<file path="config.mk">
export PLATFORM = sky130hd
export DESIGN_NAME = wash_cycle_timer
export DESIGN_NICKNAME = d
export VERILOG_FILES = /design/src/rtl/wash_cycle_timer.sv
export SDC_FILE = /design/constraint.sdc
export NUM_CORES = 1
export LEC_CHECK = 0
export ABC_CLOCK_PERIOD_IN_PS = 2000
export BUFFER_PORTS_ARGS = -buffer_cell sky130_fd_sc_hd__buf_2
export CORE_MARGIN = 1
export CORE_UTILIZATION = 55
export CTS_BUF_LIST = sky130_fd_sc_hd__clkbuf_4 sky130_fd_sc_hd__clkbuf_8
export DETAILED_ROUTE_END_ITERATION = 10
export PLACE_DENSITY = 0.78
export RECOVER_POWER = 100
export SLEW_MARGIN = 20
export SYNTH_ARGS = -nofsm -noshare
export SYNTH_HDL_FRONTEND = slang
export SYNTH_SLANG_ARGS = --single-unit
</file>
<file path="constraint.sdc">
create_clock -name clk -period 2 [get_ports clk]
set_clock_uncertainty 0.15 [all_clocks]
set_input_delay 0.4 -clock clk [delete_from_list [all_inputs] [get_ports clk]]
set_output_delay 0.4 -clock clk [all_outputs]
set_load 0.02 [all_outputs]
</file>
<file path="src/rtl/wash_cycle_timer.sv">
// Plant-side water-level and phase-timer model that closes the loop around the washer controller.
// Optional `pause` input enabled by defining WASH_TIMER_PAUSE_EN.
module wash_cycle_timer #(
  parameter int unsigned LEVEL_W     = 8,
  parameter int unsigned FULL_LEVEL  = 20,
  parameter int unsigned CNT_W       = 16,
  parameter int unsigned WASH_CYCLES = 50,
  parameter int unsigned SPIN_CYCLES = 30
) (
  input  logic               clk,
  input  logic               reset,
  input  logic               motor_on,
  input  logic               fill_valve,
  input  logic               drain_valve,
  input  logic               door_lock,
  output logic               water_full,
  output logic               water_drained,
  output logic               wash_timeout,
  output logic               spin_timeout,
  output logic               door_fault,
  output logic [LEVEL_W-1:0] level
`ifdef WASH_TIMER_PAUSE_EN
  ,
  input  logic               pause
`endif
);

  localparam logic [2:0] IDLE     = 3'd0;
  localparam logic [2:0] WASH     = 3'd1;
  localparam logic [2:0] WASH_EXP = 3'd2;
  localparam logic [2:0] SPIN     = 3'd3;
  localparam logic [2:0] SPIN_EXP = 3'd4;

  localparam logic [LEVEL_W-1:0] FULL_LVL  = LEVEL_W'(FULL_LEVEL);
  localparam logic [CNT_W-1:0]   WASH_LAST = CNT_W'(WASH_CYCLES - 1);
  localparam logic [CNT_W-1:0]   SPIN_LAST = CNT_W'(SPIN_CYCLES - 1);

  logic               hold;
  logic [2:0]         state_q, state_d;
  logic [CNT_W-1:0]   cnt_q, cnt_d;
  logic [LEVEL_W-1:0] level_q, level_d;
  logic               full_q;
  logic               wash_to_q, wash_to_d;
  logic               spin_to_q, spin_to_d;
  logic               fault_q, fault_d;
  logic               drain_prev_q;
  logic               drain_rise;

`ifdef WASH_TIMER_PAUSE_EN
  assign hold = pause;
`else
  assign hold = 1'b0;
`endif

  assign drain_rise = drain_valve & ~drain_prev_q;

  always_comb begin
    level_d = level_q;
    if (!hold) begin
      if (fill_valve && !drain_valve && (level_q != '1)) begin
        level_d = level_q + 1'b1;
      end else if (drain_valve && !fill_valve && (level_q != '0)) begin
        level_d = level_q - 1'b1;
      end
    end
  end

  always_comb begin
    state_d   = state_q;
    cnt_d     = cnt_q;
    wash_to_d = wash_to_q;
    spin_to_d = spin_to_q;
    fault_d   = fault_q;
    // Door fault and motor-off override everything, including pause.
    if (motor_on && !door_lock) begin
      state_d   = IDLE;
      cnt_d     = '0;
      wash_to_d = 1'b0;
      spin_to_d = 1'b0;
      fault_d   = 1'b1;
    end else if (!motor_on) begin
      state_d   = IDLE;
      cnt_d     = '0;
      wash_to_d = 1'b0;
      spin_to_d = 1'b0;
    end else if (!hold) begin
      case (state_q)
        IDLE: begin
          cnt_d   = '0;
          state_d = drain_valve ? SPIN : WASH;
        end
        WASH, WASH_EXP: begin
          if (drain_rise) begin
            state_d   = SPIN;
            cnt_d     = '0;
            wash_to_d = 1'b0;
          end else if (state_q == WASH) begin
            if (cnt_q == WASH_LAST) begin
              state_d   = WASH_EXP;
              wash_to_d = 1'b1;
            end else begin
              cnt_d = cnt_q + 1'b1;
            end
          end
        end
        SPIN: begin
          if (cnt_q == SPIN_LAST) begin
            state_d   = SPIN_EXP;
            spin_to_d = 1'b1;
          end else begin
            cnt_d = cnt_q + 1'b1;
          end
        end
        SPIN_EXP: ;
        default: begin
          state_d   = IDLE;
          cnt_d     = '0;
          wash_to_d = 1'b0;
          spin_to_d = 1'b0;
        end
      endcase
    end
  end

  always_ff @(posedge clk or posedge reset) begin
    if (reset) begin
      state_q      <= IDLE;
      cnt_q        <= '0;
      level_q      <= '0;
      full_q       <= 1'b0;
      wash_to_q    <= 1'b0;
      spin_to_q    <= 1'b0;
      fault_q      <= 1'b0;
      drain_prev_q <= 1'b0;
    end else begin
      state_q      <= state_d;
      cnt_q        <= cnt_d;
      level_q      <= level_d;
      full_q       <= (level_d >= FULL_LVL);
      wash_to_q    <= wash_to_d;
      spin_to_q    <= spin_to_d;
      fault_q      <= fault_d;
      drain_prev_q <= drain_valve;
    end
  end

  assign level         = level_q;
  assign water_full    = full_q;
  assign water_drained = (level_q == '0);
  assign wash_timeout  = wash_to_q;
  assign spin_timeout  = spin_to_q;
  assign door_fault    = fault_q;

endmodule

</file>
* Word-level counts from Yosys, hierarchy flattened
Cells that the tools add are included.
Word-level totals: register bits 32, bits of input ports 6, output and inout bits 13, logic and storage cells 74
Cells by class: $add $sub $neg 3, $lt $le $gt $ge 1, eq/ne operators 15, mux-type cells 27, bitwise logic cells 2, reductions and logical operators 18
Operators with widths (count):
- 16-bit 2-to-1 mux | 6
- 16-bit case mux with 3 select lines | 1
- 3-bit 2-to-1 mux | 6
- 16-bit by 1-bit adder with 16-bit output, second input constant | 1
- 16-bit by 5-bit equality test with 1-bit output, second input constant | 1
- 16-bit by 6-bit equality test with 1-bit output, second input constant | 1
- 8-bit 2-to-1 mux | 2
- 5-bit != test, second input constant | 3
- 3-bit case mux with 4 select lines | 1
- 8-bit by 1-bit adder with 8-bit output, second input constant | 1
- 8-bit by 5-bit greater-or-equal comparator with 1-bit output, second input constant | 1
- 8-bit logical NOT | 1
- 1-bit 2-to-1 mux | 8
- 4-bit != test, second input constant | 2
- 8-bit != test, second input constant | 1
- 4-bit AND reduction | 2
- 8-bit nonzero test | 1
- 8-bit by 1-bit subtractor with 8-bit output, second input constant | 1
- 3-bit by 2-bit equality test with 1-bit output, second input constant | 2
- 3-bit by 2-bit != test with 1-bit output, second input constant | 2
- 1-bit logical AND | 5
- 1-bit case mux with 2 select lines | 2
- 4-bit OR reduction | 1
- 3-bit by 1-bit equality test with 1-bit output, second input constant | 1
- 11 further kinds | 13

* Longest topological paths before layout
depth after elaboration 7, mapped depth 9

* Worst setup path before layout
OpenSTA, ideal clock, no wires.
path kind reg2reg, from register cnt_q[1], to register cnt_q[9], library setup time 0.121 ns, data arrival time 1.881 ns, slack -0.153 ns, cell stages (with the launch flop) 9, path buffers 0, period minus slack after synthesis 2.153 ns, cell sequence dfrtp_1 inv_1 ha_1 or4b_4 nor4_4 o21ai_4 nand3_4 nor3_1 o22a_1
On the way: longest elaborated chain between the ends 7, elaborated cells between the ends (all ways) 13, those cells by class add/sub: 1; eq/ne: 4; mux: 7; reduce/logical: 1
RTL lines:
- start, declared | RTL line 40 | logic [CNT_W-1:0] cnt_q, cnt_d;
- start signal, assigned | RTL line 137 | cnt_q <= cnt_d;
- 16-bit by 1-bit adder with 16-bit output | RTL line 102, 111
- 16-bit 2-to-1 mux | RTL line 98 | if (cnt_q == WASH_LAST) begin
- 16-bit 2-to-1 mux | RTL line 97 | end else if (state_q == WASH) begin
- 16-bit 2-to-1 mux | RTL line 93 | if (drain_rise) begin
- 16-bit case mux with 3 select lines | RTL line 87 | case (state_q)
- 16-bit 2-to-1 mux | RTL line 81 | end else if (!motor_on) begin
- 16-bit 2-to-1 mux | RTL line 75 | if (motor_on && !door_lock) begin
Several ways; a longest one is shown, not always the timed one. The select of a mux whose other input is x is not followed. A chain may end at the register's enable or synchronous reset.

* Worst setup path in the final report
from register cnt_q[1], to register cnt_q[0]
On the way: longest elaborated chain between the ends 3, elaborated cells between the ends (all ways) 5, those cells by class eq/ne: 4; reduce/logical: 1
RTL lines (RTL line):
- 16-bit by 6-bit equality test with 1-bit output or 16-bit by 5-bit equality test with 1-bit output (tied branches) | 98, 107
- 5-bit != test (no source line) or 4-bit != test (tied branches)
- 4-bit AND reduction (no source line) *
Mark *: on every way between the ends. The rest lies on a longest branch, timed or not.

==> impl_metrics.toml <==
[drt]
drtAntennaViolNets = 0
wl_per_cell_um = 19.4
vias = 2108
viasPerCell = 6.55
dr.pass1.iters = 6
first_iter_violations = 332
drc_errors = 0
finalWirelength_um = 6240

[cts]
cts_buffers = 5
cts-htree-levels = 2
clk_pin_slew_worst_paths_ps = 100
cts_tree = "done"
cts_buffer_depth = 2
cts-root-buf = "clkbuf_4"
clock_latency_ps = 340
clkSinkCount = 32

[final_layout]
fin_cells = 322
antenna_cells = 0
syn_to_final_growth_pct = 39.4
drive_gt1_frac = 0.356
final_cell_mix = "46 x buf_4, 30 x dfrtp_1, 20 x nand2_1"
nNetsFinal = 288
fin_area_um2 = 2640
mostFrequentLayoutCell = "buf_4"

[global_route]
first_global_vias = 2013
antenna_found_initial = 0
gr-total-overflow = 0
grt_max_degree = 33
grt_use_total = 0.338
grt_pass1_wl_um = 9010

[power_and_ir_drop]
vdd_drop_max_mv = 1.00
power.density_nw_per_um2 = 922
p_leak_nw = 1.15

[die]
row_count = 20
die_x_um = 60.6
die_h_um = 60.6
ios = 19
core_um2 = 3150
initial_utilization = 0.600
die_area_um2 = 3680

[timing]
finalHoldViolCount = 0
worst_pin_slew_ps = 809
fin_crit_ps = 2190
finalSetupViolCount = 24
rsz0062_at_grt = "true"
finalMaxSlewViolations = 0
max_slew_margin = 0.461
fin_ws_ps = -190
max_freq_ghz = 0.457
worst_hold_slack_ps = 137
min_period_over_period = 1.10

[setup_path]
crit_type = "reg2reg"
crit_required_ps = 2110
path_max_fanout = 8
worstSetupStartpointType = "flop"
worstPathArrival_ps = 2300
crit_path_end_kind = "flop"

[synth]
synth_area_leader_cell = "dfrtp_1"
async_reset_ff_frac = 1.00
syn_inst = 200
syn-num-nets = 211
synth_top_area_share = 0.424
ys_ff_latch = 32
yosysWarnings = 0
synth_area_um2 = 1890
synth-seq-area-share = 0.424
synthFlopType = "dfrtp_1"
synth_edf_count = 0
synth_cell_types = 45
avgSynthCellArea_um2 = 9.45
synth_area_leaders = "dfrtp_1 42%, nand2_1 4.0%, o21ai_0 4.0%"

[flow_run]
max_cap_viol_count = 0

[place]
dp.cells = 300
dp_hpwl_um = 3700
gp_congestion = 0.908
port-buffer-count = 18
placed_cell_area_um2 = 2350

[run_status]
violations = "negative setup slack"
outcome = "finished with violations"

[hold_path]
hp-class = "in2reg"
worst max-delay path, stage by stage, from the launching register on:
cell	delay, ps
dfrtp_1	390
inv_1	60
ha_2	170
or4b_4	500
nor4_4	240
o21ai_4	150
nand3_2	230
nand2_1	100
o21ai_1	120
per-layer routing:
metal,track usage,share of wire
met5,0,0
met3,0.0448,0.077
met2,0.598,0.48
met1,0.408,0.37
met4,0.159,0.064
stage by stage:
stage,power (mW),worst slack (ps),TNS (ps),util
floorplan,1.34,-85.3,-531,-
global placement,1.63,-147,-2040,0.744
detailed placement,1.68,-212,-2830,0.744
CTS,2.28,-150,-1840,0.816
global route,2.52,-264,-4400,0.836
finish,2.43,-190,-3050,0.836
cell usage after synthesis, types with 2 or more instances:
library cell and n:
nor2b_1 2, and4_1 2, or3_1 2, nand4_1 3
dfrtp_1 32, and2_1 5, nor3_1 8, a21oi_1 7
nand3b_1 2, o21ai_1 6, o21ai_0 15, nand2b_1 5
inv_1 8, nand3_1 6, and3_1 6, nand2_1 20
a2bb2oi_1 3, nand3_4 2, o31ai_1 10, nor2_1 13
xnor2_1 7, ha_1 5, o22a_1 2, nand4b_1 2
nor3b_1 2, a31oi_1 4, a211oi_1 3
state kept, by name (all words and copies together) (netlist names):
signal        flops
cnt_q            16
door_fault        1
drain_prev_q      1
level             8
spin_timeout      1
state_q           3
wash_timeout      1
water_full        1
what timing repair did:
action | CTS | global route
pin swaps | 5 | 5
hold buffers | 1 | 0
cloned | 1 | 0
endpoints found under the setup margin | 20 | 24
buffers inserted | 9 | 3
gates resized for setup | 17 | 18
endpoints found under the hold margin | 32 | 0
report_power, final:
| part | total, mW | leakage [nW] | internal, mW | switching [mW] |
|---|---|---|---|---|
| sequential | 0.896 | 0.417 | 0.745 | 0.151 |
| combinational | 1.10 | 0.695 | 0.507 | 0.594 |
| clock | 0.434 | 0.0394 | 0.201 | 0.233 |
worst paths after layout:
kind / endpoint / cells past startpoint / start / slack [ps]
setup / recovery: cnt_q[0]$_DFFE_PP0P_ / 8 / cnt_q[1]$_DFFE_PP0P_ / -190
hold / removal: door_fault$_DFFE_PP0P_ / 2 / motor_on / 140
setup reg to reg: cnt_q[0]$_DFFE_PP0P_ / 8 / cnt_q[1]$_DFFE_PP0P_ / -190
hold reg to reg: door_fault$_DFFE_PP0P_ / 1 / door_fault$_DFFE_PP0P_ / 320
max in group asynchronous: level[0]$_DFF_PP0_ / 4 / reset / 460
min in group asynchronous: state_q[0]$_DFFE_PP0P_ / 4 / reset / 680
area by class of cell:
type,instances,area (µm²)
Tap cell,44,55.1
Timing Repair Buffer,71,485
Clock buffer,8,66.3
Sequential cell,32,803
Multi-Input combinational cell,159,1200
Fill cell,173,517
Inverter,8,30.0
logic make-up (layout without fill, tap and decap cells):
family | after synthesis | in the layout | share of synthesized area
XOR/XNOR | 7 | 7 | 0.0324
buffers and inverters | 10 | 87 | 0.0258
AO/OA/AOI/OAI | 57 | 57 | 0.198
AND/OR/NAND/NOR | 88 | 89 | 0.282
adder cells (fa/ha/maj) | 5 | 5 | 0.0331
flip-flops | 32 | 32 | 0.424
multiplexers | 1 | 1 | 0.00529
Power figures use the tool's default switching activity.
